==> config.mk <==
export PLATFORM = sky130hd
export DESIGN_NAME = ecc_frame_ctrl
export DESIGN_NICKNAME = d
export VERILOG_FILES = /design/src/rtl/ecc_pkg.sv /design/src/rtl/ecc_correct.sv /design/src/rtl/ecc_frame_ctrl.sv
export SDC_FILE = /design/constraint.sdc
export NUM_CORES = 1
export LEC_CHECK = 0
export ABC_AREA = 1
export BUFFER_PORTS_ARGS = -buffer_cell sky130_fd_sc_hd__buf_4
export CAP_MARGIN = 20
export CORE_MARGIN = 3
export CORE_UTILIZATION = 45
export CTS_BUF_LIST = sky130_fd_sc_hd__clkbuf_4 sky130_fd_sc_hd__clkbuf_8
export DETAILED_ROUTE_END_ITERATION = 10
export PLACE_DENSITY = 0.66
export SLEW_MARGIN = 25
export SYNTH_ARGS = -nofsm -noshare
export SYNTH_HDL_FRONTEND = slang
export SYNTH_SLANG_ARGS = --single-unit
==> constraint.sdc <==
create_clock -name clk -period 2.75 [get_ports clk]
set_input_delay 0.1375 -clock clk [delete_from_list [all_inputs] [get_ports clk]]
set_output_delay 0.1375 -clock clk [all_outputs]
set_load 0.01 [all_outputs]
==> src/rtl/ecc_pkg.sv <==
// Shared definitions for the SECDED frame controller: widths, status and FSM encodings,
// and the code positions that carry data bits.
package ecc_pkg;

    localparam int CW_W   = 16;
    localparam int DATA_W = 11;
    localparam int SYN_W  = 5;

    typedef enum logic [1:0] {
        ST_CLEAN     = 2'b00,
        ST_CORRECTED = 2'b01,
        ST_UNCORR    = 2'b10
    } status_e;

    typedef enum logic [2:0] {
        S_IDLE  = 3'd0,
        S_CLEAR = 3'd1,
        S_SHIFT = 3'd2,
        S_WAIT  = 3'd3,
        S_HOLD  = 3'd4
    } state_e;

    // out_data[k] is taken from code position DATA_POS[k]
    localparam logic [3:0] DATA_POS [DATA_W] = '{
        4'd3, 4'd5, 4'd6, 4'd7, 4'd9, 4'd10, 4'd11, 4'd12, 4'd13, 4'd14, 4'd15
    };

endpackage

==> src/rtl/ecc_correct.sv <==
// Combinational SECDED correction: applies the decoder syndrome {parity[3:0], check}
// to the original codeword and extracts the 11 data bits plus a status code.
module ecc_correct
    import ecc_pkg::*;
(
    input  logic [CW_W-1:0]   cw_i,
    input  logic [SYN_W-1:0]  syn_i,
    output logic [DATA_W-1:0] data_o,
    output logic [1:0]        status_o
);

    logic [CW_W-1:0] fixed_s;

    // A set check bit means a single error at position 'parity' (position 0 when parity is zero)
    always_comb begin
        fixed_s  = cw_i;
        status_o = ST_CLEAN;
        if (syn_i[0]) begin
            fixed_s[syn_i[4:1]] = ~cw_i[syn_i[4:1]];
            status_o            = ST_CORRECTED;
        end else if (syn_i[4:1] != 4'd0) begin
            status_o = ST_UNCORR;
        end else begin
            status_o = ST_CLEAN;
        end
        for (int k = 0; k < DATA_W; k++) begin
            data_o[k] = fixed_s[DATA_POS[k]];
        end
    end

endmodule

==> src/rtl/ecc_frame_ctrl.sv <==
// Frame sequencer for the serial SECDED decoder: accept, clear, shift 16 bits LSB first,
// wait for the final syndrome, then hold the corrected result. Optional error counters
// are built when ECC_FRAME_CTRL_STATS_EN is defined.
module ecc_frame_ctrl
    import ecc_pkg::*;
#(
    parameter int CNT_W = 16
) (
    input  logic              clk,
    input  logic              rst_n,
    input  logic              cw_valid,
    output logic              cw_ready,
    input  logic [15:0]       cw_data,
    output logic              dec_clr,
    output logic              dec_en,
    output logic              dec_datain,
    input  logic [4:0]        dec_syndrome,
    output logic              out_valid,
    input  logic              out_ready,
    output logic [10:0]       out_data,
`ifdef ECC_FRAME_CTRL_STATS_EN
    output logic [CNT_W-1:0]  corr_cnt,
    output logic [CNT_W-1:0]  uncorr_cnt,
`endif
    output logic [1:0]        out_status
);

    state_e            state_q, state_d;
    logic [CW_W-1:0]   shreg_q, shreg_d;
    logic [CW_W-1:0]   cw_q, cw_d;
    logic [3:0]        cnt_q, cnt_d;
    logic [DATA_W-1:0] out_data_q, out_data_d;
    logic [1:0]        out_status_q, out_status_d;
    logic              cw_ready_q, dec_clr_q, dec_en_q, dec_datain_q, out_valid_q;
    logic [DATA_W-1:0] corr_data_s;
    logic [1:0]        corr_status_s;

    ecc_correct u_correct (
        .cw_i     (cw_q),
        .syn_i    (dec_syndrome),
        .data_o   (corr_data_s),
        .status_o (corr_status_s)
    );

    // Next-state logic; the result is latched on the WAIT -> HOLD transition
    always_comb begin
        state_d      = state_q;
        shreg_d      = shreg_q;
        cw_d         = cw_q;
        cnt_d        = cnt_q;
        out_data_d   = out_data_q;
        out_status_d = out_status_q;
        case (state_q)
            S_IDLE: begin
                if (cw_valid) begin
                    state_d = S_CLEAR;
                    shreg_d = cw_data;
                    cw_d    = cw_data;
                    cnt_d   = 4'd0;
                end else begin
                    state_d = S_IDLE;
                end
            end
            S_CLEAR: state_d = S_SHIFT;
            S_SHIFT: begin
                shreg_d = {1'b0, shreg_q[CW_W-1:1]};
                cnt_d   = cnt_q + 4'd1;
                if (cnt_q == 4'd15) begin
                    state_d = S_WAIT;
                end else begin
                    state_d = S_SHIFT;
                end
            end
            S_WAIT: begin
                state_d      = S_HOLD;
                out_data_d   = corr_data_s;
                out_status_d = corr_status_s;
            end
            S_HOLD: begin
                if (out_ready) begin
                    state_d = S_IDLE;
                end else begin
                    state_d = S_HOLD;
                end
            end
            default: state_d = S_IDLE;
        endcase
    end

    // State and output registers; outputs are decoded from the next state so they stay glitch-free
    always_ff @(posedge clk) begin
        if (!rst_n) begin
            state_q      <= S_IDLE;
            shreg_q      <= 16'h0000;
            cw_q         <= 16'h0000;
            cnt_q        <= 4'd0;
            out_data_q   <= 11'h000;
            out_status_q <= 2'b00;
            cw_ready_q   <= 1'b1;
            dec_clr_q    <= 1'b0;
            dec_en_q     <= 1'b0;
            dec_datain_q <= 1'b0;
            out_valid_q  <= 1'b0;
        end else begin
            state_q      <= state_d;
            shreg_q      <= shreg_d;
            cw_q         <= cw_d;
            cnt_q        <= cnt_d;
            out_data_q   <= out_data_d;
            out_status_q <= out_status_d;
            cw_ready_q   <= (state_d == S_IDLE);
            dec_clr_q    <= (state_d == S_CLEAR);
            dec_en_q     <= (state_d == S_SHIFT);
            dec_datain_q <= (state_d == S_SHIFT) ? shreg_d[0] : 1'b0;
            out_valid_q  <= (state_d == S_HOLD);
        end
    end

    assign cw_ready   = cw_ready_q;
    assign dec_clr    = dec_clr_q;
    assign dec_en     = dec_en_q;
    assign dec_datain = dec_datain_q;
    assign out_valid  = out_valid_q;
    assign out_data   = out_data_q;
    assign out_status = out_status_q;

`ifdef ECC_FRAME_CTRL_STATS_EN
    logic [CNT_W-1:0] corr_cnt_q, corr_cnt_d;
    logic [CNT_W-1:0] uncorr_cnt_q, uncorr_cnt_d;

    // Saturating counters bumped as the result enters HOLD
    always_comb begin
        corr_cnt_d   = corr_cnt_q;
        uncorr_cnt_d = uncorr_cnt_q;
        if (state_q == S_WAIT) begin
            if (corr_status_s == ST_CORRECTED && corr_cnt_q != {CNT_W{1'b1}}) begin
                corr_cnt_d = corr_cnt_q + {{(CNT_W-1){1'b0}}, 1'b1};
            end else if (corr_status_s == ST_UNCORR && uncorr_cnt_q != {CNT_W{1'b1}}) begin
                uncorr_cnt_d = uncorr_cnt_q + {{(CNT_W-1){1'b0}}, 1'b1};
            end else begin
                corr_cnt_d   = corr_cnt_q;
                uncorr_cnt_d = uncorr_cnt_q;
            end
        end else begin
            corr_cnt_d   = corr_cnt_q;
            uncorr_cnt_d = uncorr_cnt_q;
        end
    end

    // Counter registers, cleared only by reset
    always_ff @(posedge clk) begin
        if (!rst_n) begin
            corr_cnt_q   <= {CNT_W{1'b0}};
            uncorr_cnt_q <= {CNT_W{1'b0}};
        end else begin
            corr_cnt_q   <= corr_cnt_d;
            uncorr_cnt_q <= uncorr_cnt_d;
        end
    end

    assign corr_cnt   = corr_cnt_q;
    assign uncorr_cnt = uncorr_cnt_q;
`endif

endmodule

==> impl_results.md <==
- Non-Filler Instances: 488
- Routed vias/inst: 4.82
- Pwr/cell area: 632 nW/um^2
- Placed Instances: 472
- Worst path cell trace: nor2_2 -> nand2_1 -> inv_2 -> nor2_4 -> nand2_1 -> a221oi_1
- Flop-to-flop setup slack: 1.13 ns
- IO Count: 43
- Sequential Power Share: 0.465
- Setup violators final: 0
- Logic pwr share: 0.119
- CP max stage delay: 0.43 ns
- Final Slew Violations: 0
- Crit path from: state_q[2]
- Mapped cell area: 2570 sq um
- Min Tclk post-route: 1.62 ns
- Initial Utilization: 0.485
- Sw Pwr: 0.000503 W
- Postcts setup bufs: 0
- Sum of negative setup slack: 0 ns
- Final Cycle Share: 0.590
- Cell variety after synth: 25
- CTS Sinks: 57
- Crit path max-delay cell type: nor2_4
- Peak Freq: 0.616 GHz
- Final wirelength: 5680 microns
- GP Congestion: 0.874
- Top delay family on crit path: simple AND/OR/NAND/NOR gates
- Largest net degree at the start of global routing: 35
- Yosys reg bits: 57
- Die H: 81.6 microns
- Syn_nets: 401
- GR Overflow Total: 0
- Clk_skew: 0.0120 ns
- First-pass GRT wire length: 9760 microns
- Kind of critical path: reg2reg
- Die area: 6660 sq um
- Clock-pin slew on the worst setup and hold paths: 0.07 ns
- Top cell by count, worst path: nand2_1
- Register area share after synthesis: 0.443
- Post-CTS sizing: 0
- Rel. slew slack: 0.622
- Critical Path Source Type: flop
- Drt wl/cell: 11.6 microns
- Setup crit end: cnt_q[2]
- Remaining antenna violation count: 0
- Skew-Pair Late Insertion Delay: 0.34 ns
- Number of global-route vias before repair: 2195
- Final #Nets: 439
- Share of layout cells above drive strength 1: 0.170
- TritonCTS clock tree: built
- Crit. End Element: flop
- TritonCTS buffer count: 9
- Max-cap violations: 0
- Syn avg cell area: 6.86 sq um
- Drt drc: 0
- Outcome: complete, no violations
- Area grow syn2layout: 19.3%
- Fillers: 544
- IO buf count: 42
- Core area: 5300 sq um
- Clock power share: 0.416
- H-tree depth: 3
- Pint: 0.00144 W
- Root buffer cell: clkbuf_8
- Slew @ Worst Pin: 0.567 ns
- Critical R2R Launch: state_q[2]
- Crit path max fanout: 20
- Total GRT Usage: 0.191
- Estimated wirelength of the detail-placed design: 4040 microns
- Rows: 26
- RSZ-0062 raised after global routing: no
- Initial antenna violation count: 0
- Mapped Cells: 375
- Pre-antenna DRT Iters: 5
- CP required: 2.99 ns
- Worst r2r dst: cnt_q[2]
- Final Hold Viols: 0
- Worst Reg2Reg Path Length in Cells: 6
- Switching portion of total power: 0.260
- CP arrival: 1.86 ns
- Clk buf depth: 2
- Iteration-0 DRC Markers: 138
- Leak Pwr: 1.32 nW
- Synth area leader: dfxtp_1
- Antenna diode count: 0
- Crit path buf inv count: 1
- Hold WC Path Type: in2reg
- Synth top area cells: dfxtp_1 44%, nand2_1 19%, nor2_1 6.7%
- Vias post-DR: 2352
- Critical path depth: 6
- CTS hold repair buffers: 0
- Yosys warning total: 0
- Peak supply drop: 0.000406 V
- Chip width: 81.6 microns
- Share of the synthesized area in the top cell type: 0.443
[layout by cell type (no fill, tap or decap), types with 6 or more instances in the layout]
master	instances
nand2_1	133
dfxtp_1	57
nor2_1	46
buf_4	43
inv_1	42
a21oi_1	34
clkbuf_8	11
a31oi_1	10
nand3_1	7
a221oi_1	6
[synthesized netlist by cell type, drive strengths merged]
cell / n
nand2: 133
dfxtp: 57
nor2: 52
inv: 46
a21oi: 36
buf: 12
a31oi: 10
nand3: 7
a221oi: 6
clkbuf: 4
o21ai: 4
nor3: 2
nor4: 2
ha: 1
nand3b: 1
o22ai: 1
o311a: 1
[cell type report]
type / instances / area, sq um / share of cell area
clock buffer: 12 / 159 / 0.0518
clock inverter: 4 / 51.3 / 0.0167
tap: 70 / 87.6 / 0.0285
inverter: 46 / 173 / 0.0562
multi-input combinational: 256 / 1140 / 0.370
timing repair buffer: 43 / 323 / 0.105
sequential: 57 / 1140 / 0.372
[kinds of logic after synthesis]
logic type	count (synthesis)	share of synthesized area
AND/OR/NAND/NOR	197	0.305
buffers and inverters	62	0.115
AO/OA/AOI/OAI	58	0.132
adder cells (fa/ha/maj)	1	0.00486
flip-flops	57	0.443
[worst min path at each step]
| stage | cells after the start | startpoint | to | slack [ns] |
|---|---|---|---|---|
| 6_report | 2 | rst_n | cw_ready | 0.05 |
| 3_3_place_gp | 2 | rst_n | cw_ready | 0.38 |
| 4_1_cts | 2 | rst_n | cw_ready | 0.03 |
| 5_1_grt | 3 | rst_n | shreg_q[0] | 0.04 |
| 3_5_place_dp | 3 | rst_n | shreg_q[0] | 0.39 |
| 2_1_floorplan | 1 | rst_n | cw_ready | 0.23 |
[sequential cells by signal, indices dropped and copies added (netlist names), 2 cells and up]
| name | cells |
|---|---|
| cnt_q | 4 |
| cw_q | 16 |
| out_data | 11 |
| out_status | 2 |
| shreg_q | 16 |
| state_q | 3 |
[through the flow]
stage,utilization,area (sq um),power (W),hold WS [ns],setup slack [ns]
floorplan,-,2570,0.00109,0.229,1.56
global placement,0.539,2860,0.00115,0.382,1.21
detailed placement,0.539,2860,0.00115,0.389,1.13
CTS,0.579,3070,0.00196,0.0340,1.12
global route,0.579,3070,0.00203,0.0415,0.920
finish,0.579,3070,0.00194,0.0457,1.13
[per-layer routing]
layer,share of wire,track usage
met1,0.50,0.251
met2,0.43,0.298
met3,0.048,0.0373
met4,0.022,0.0997
met5,0,0
[power by group through the flow]
stage	logic (W)	clock network (W)	registers, W
finish	0.000231	0.000807	0.000901
global route	0.000265	0.000863	0.000906
CTS	0.000232	0.000823	0.000901
detailed placement	0.000231	0	0.000918
global placement	0.000229	0	0.000918
floorplan	0.000173	0	0.000912
Power figures use the tool's default switching activity.
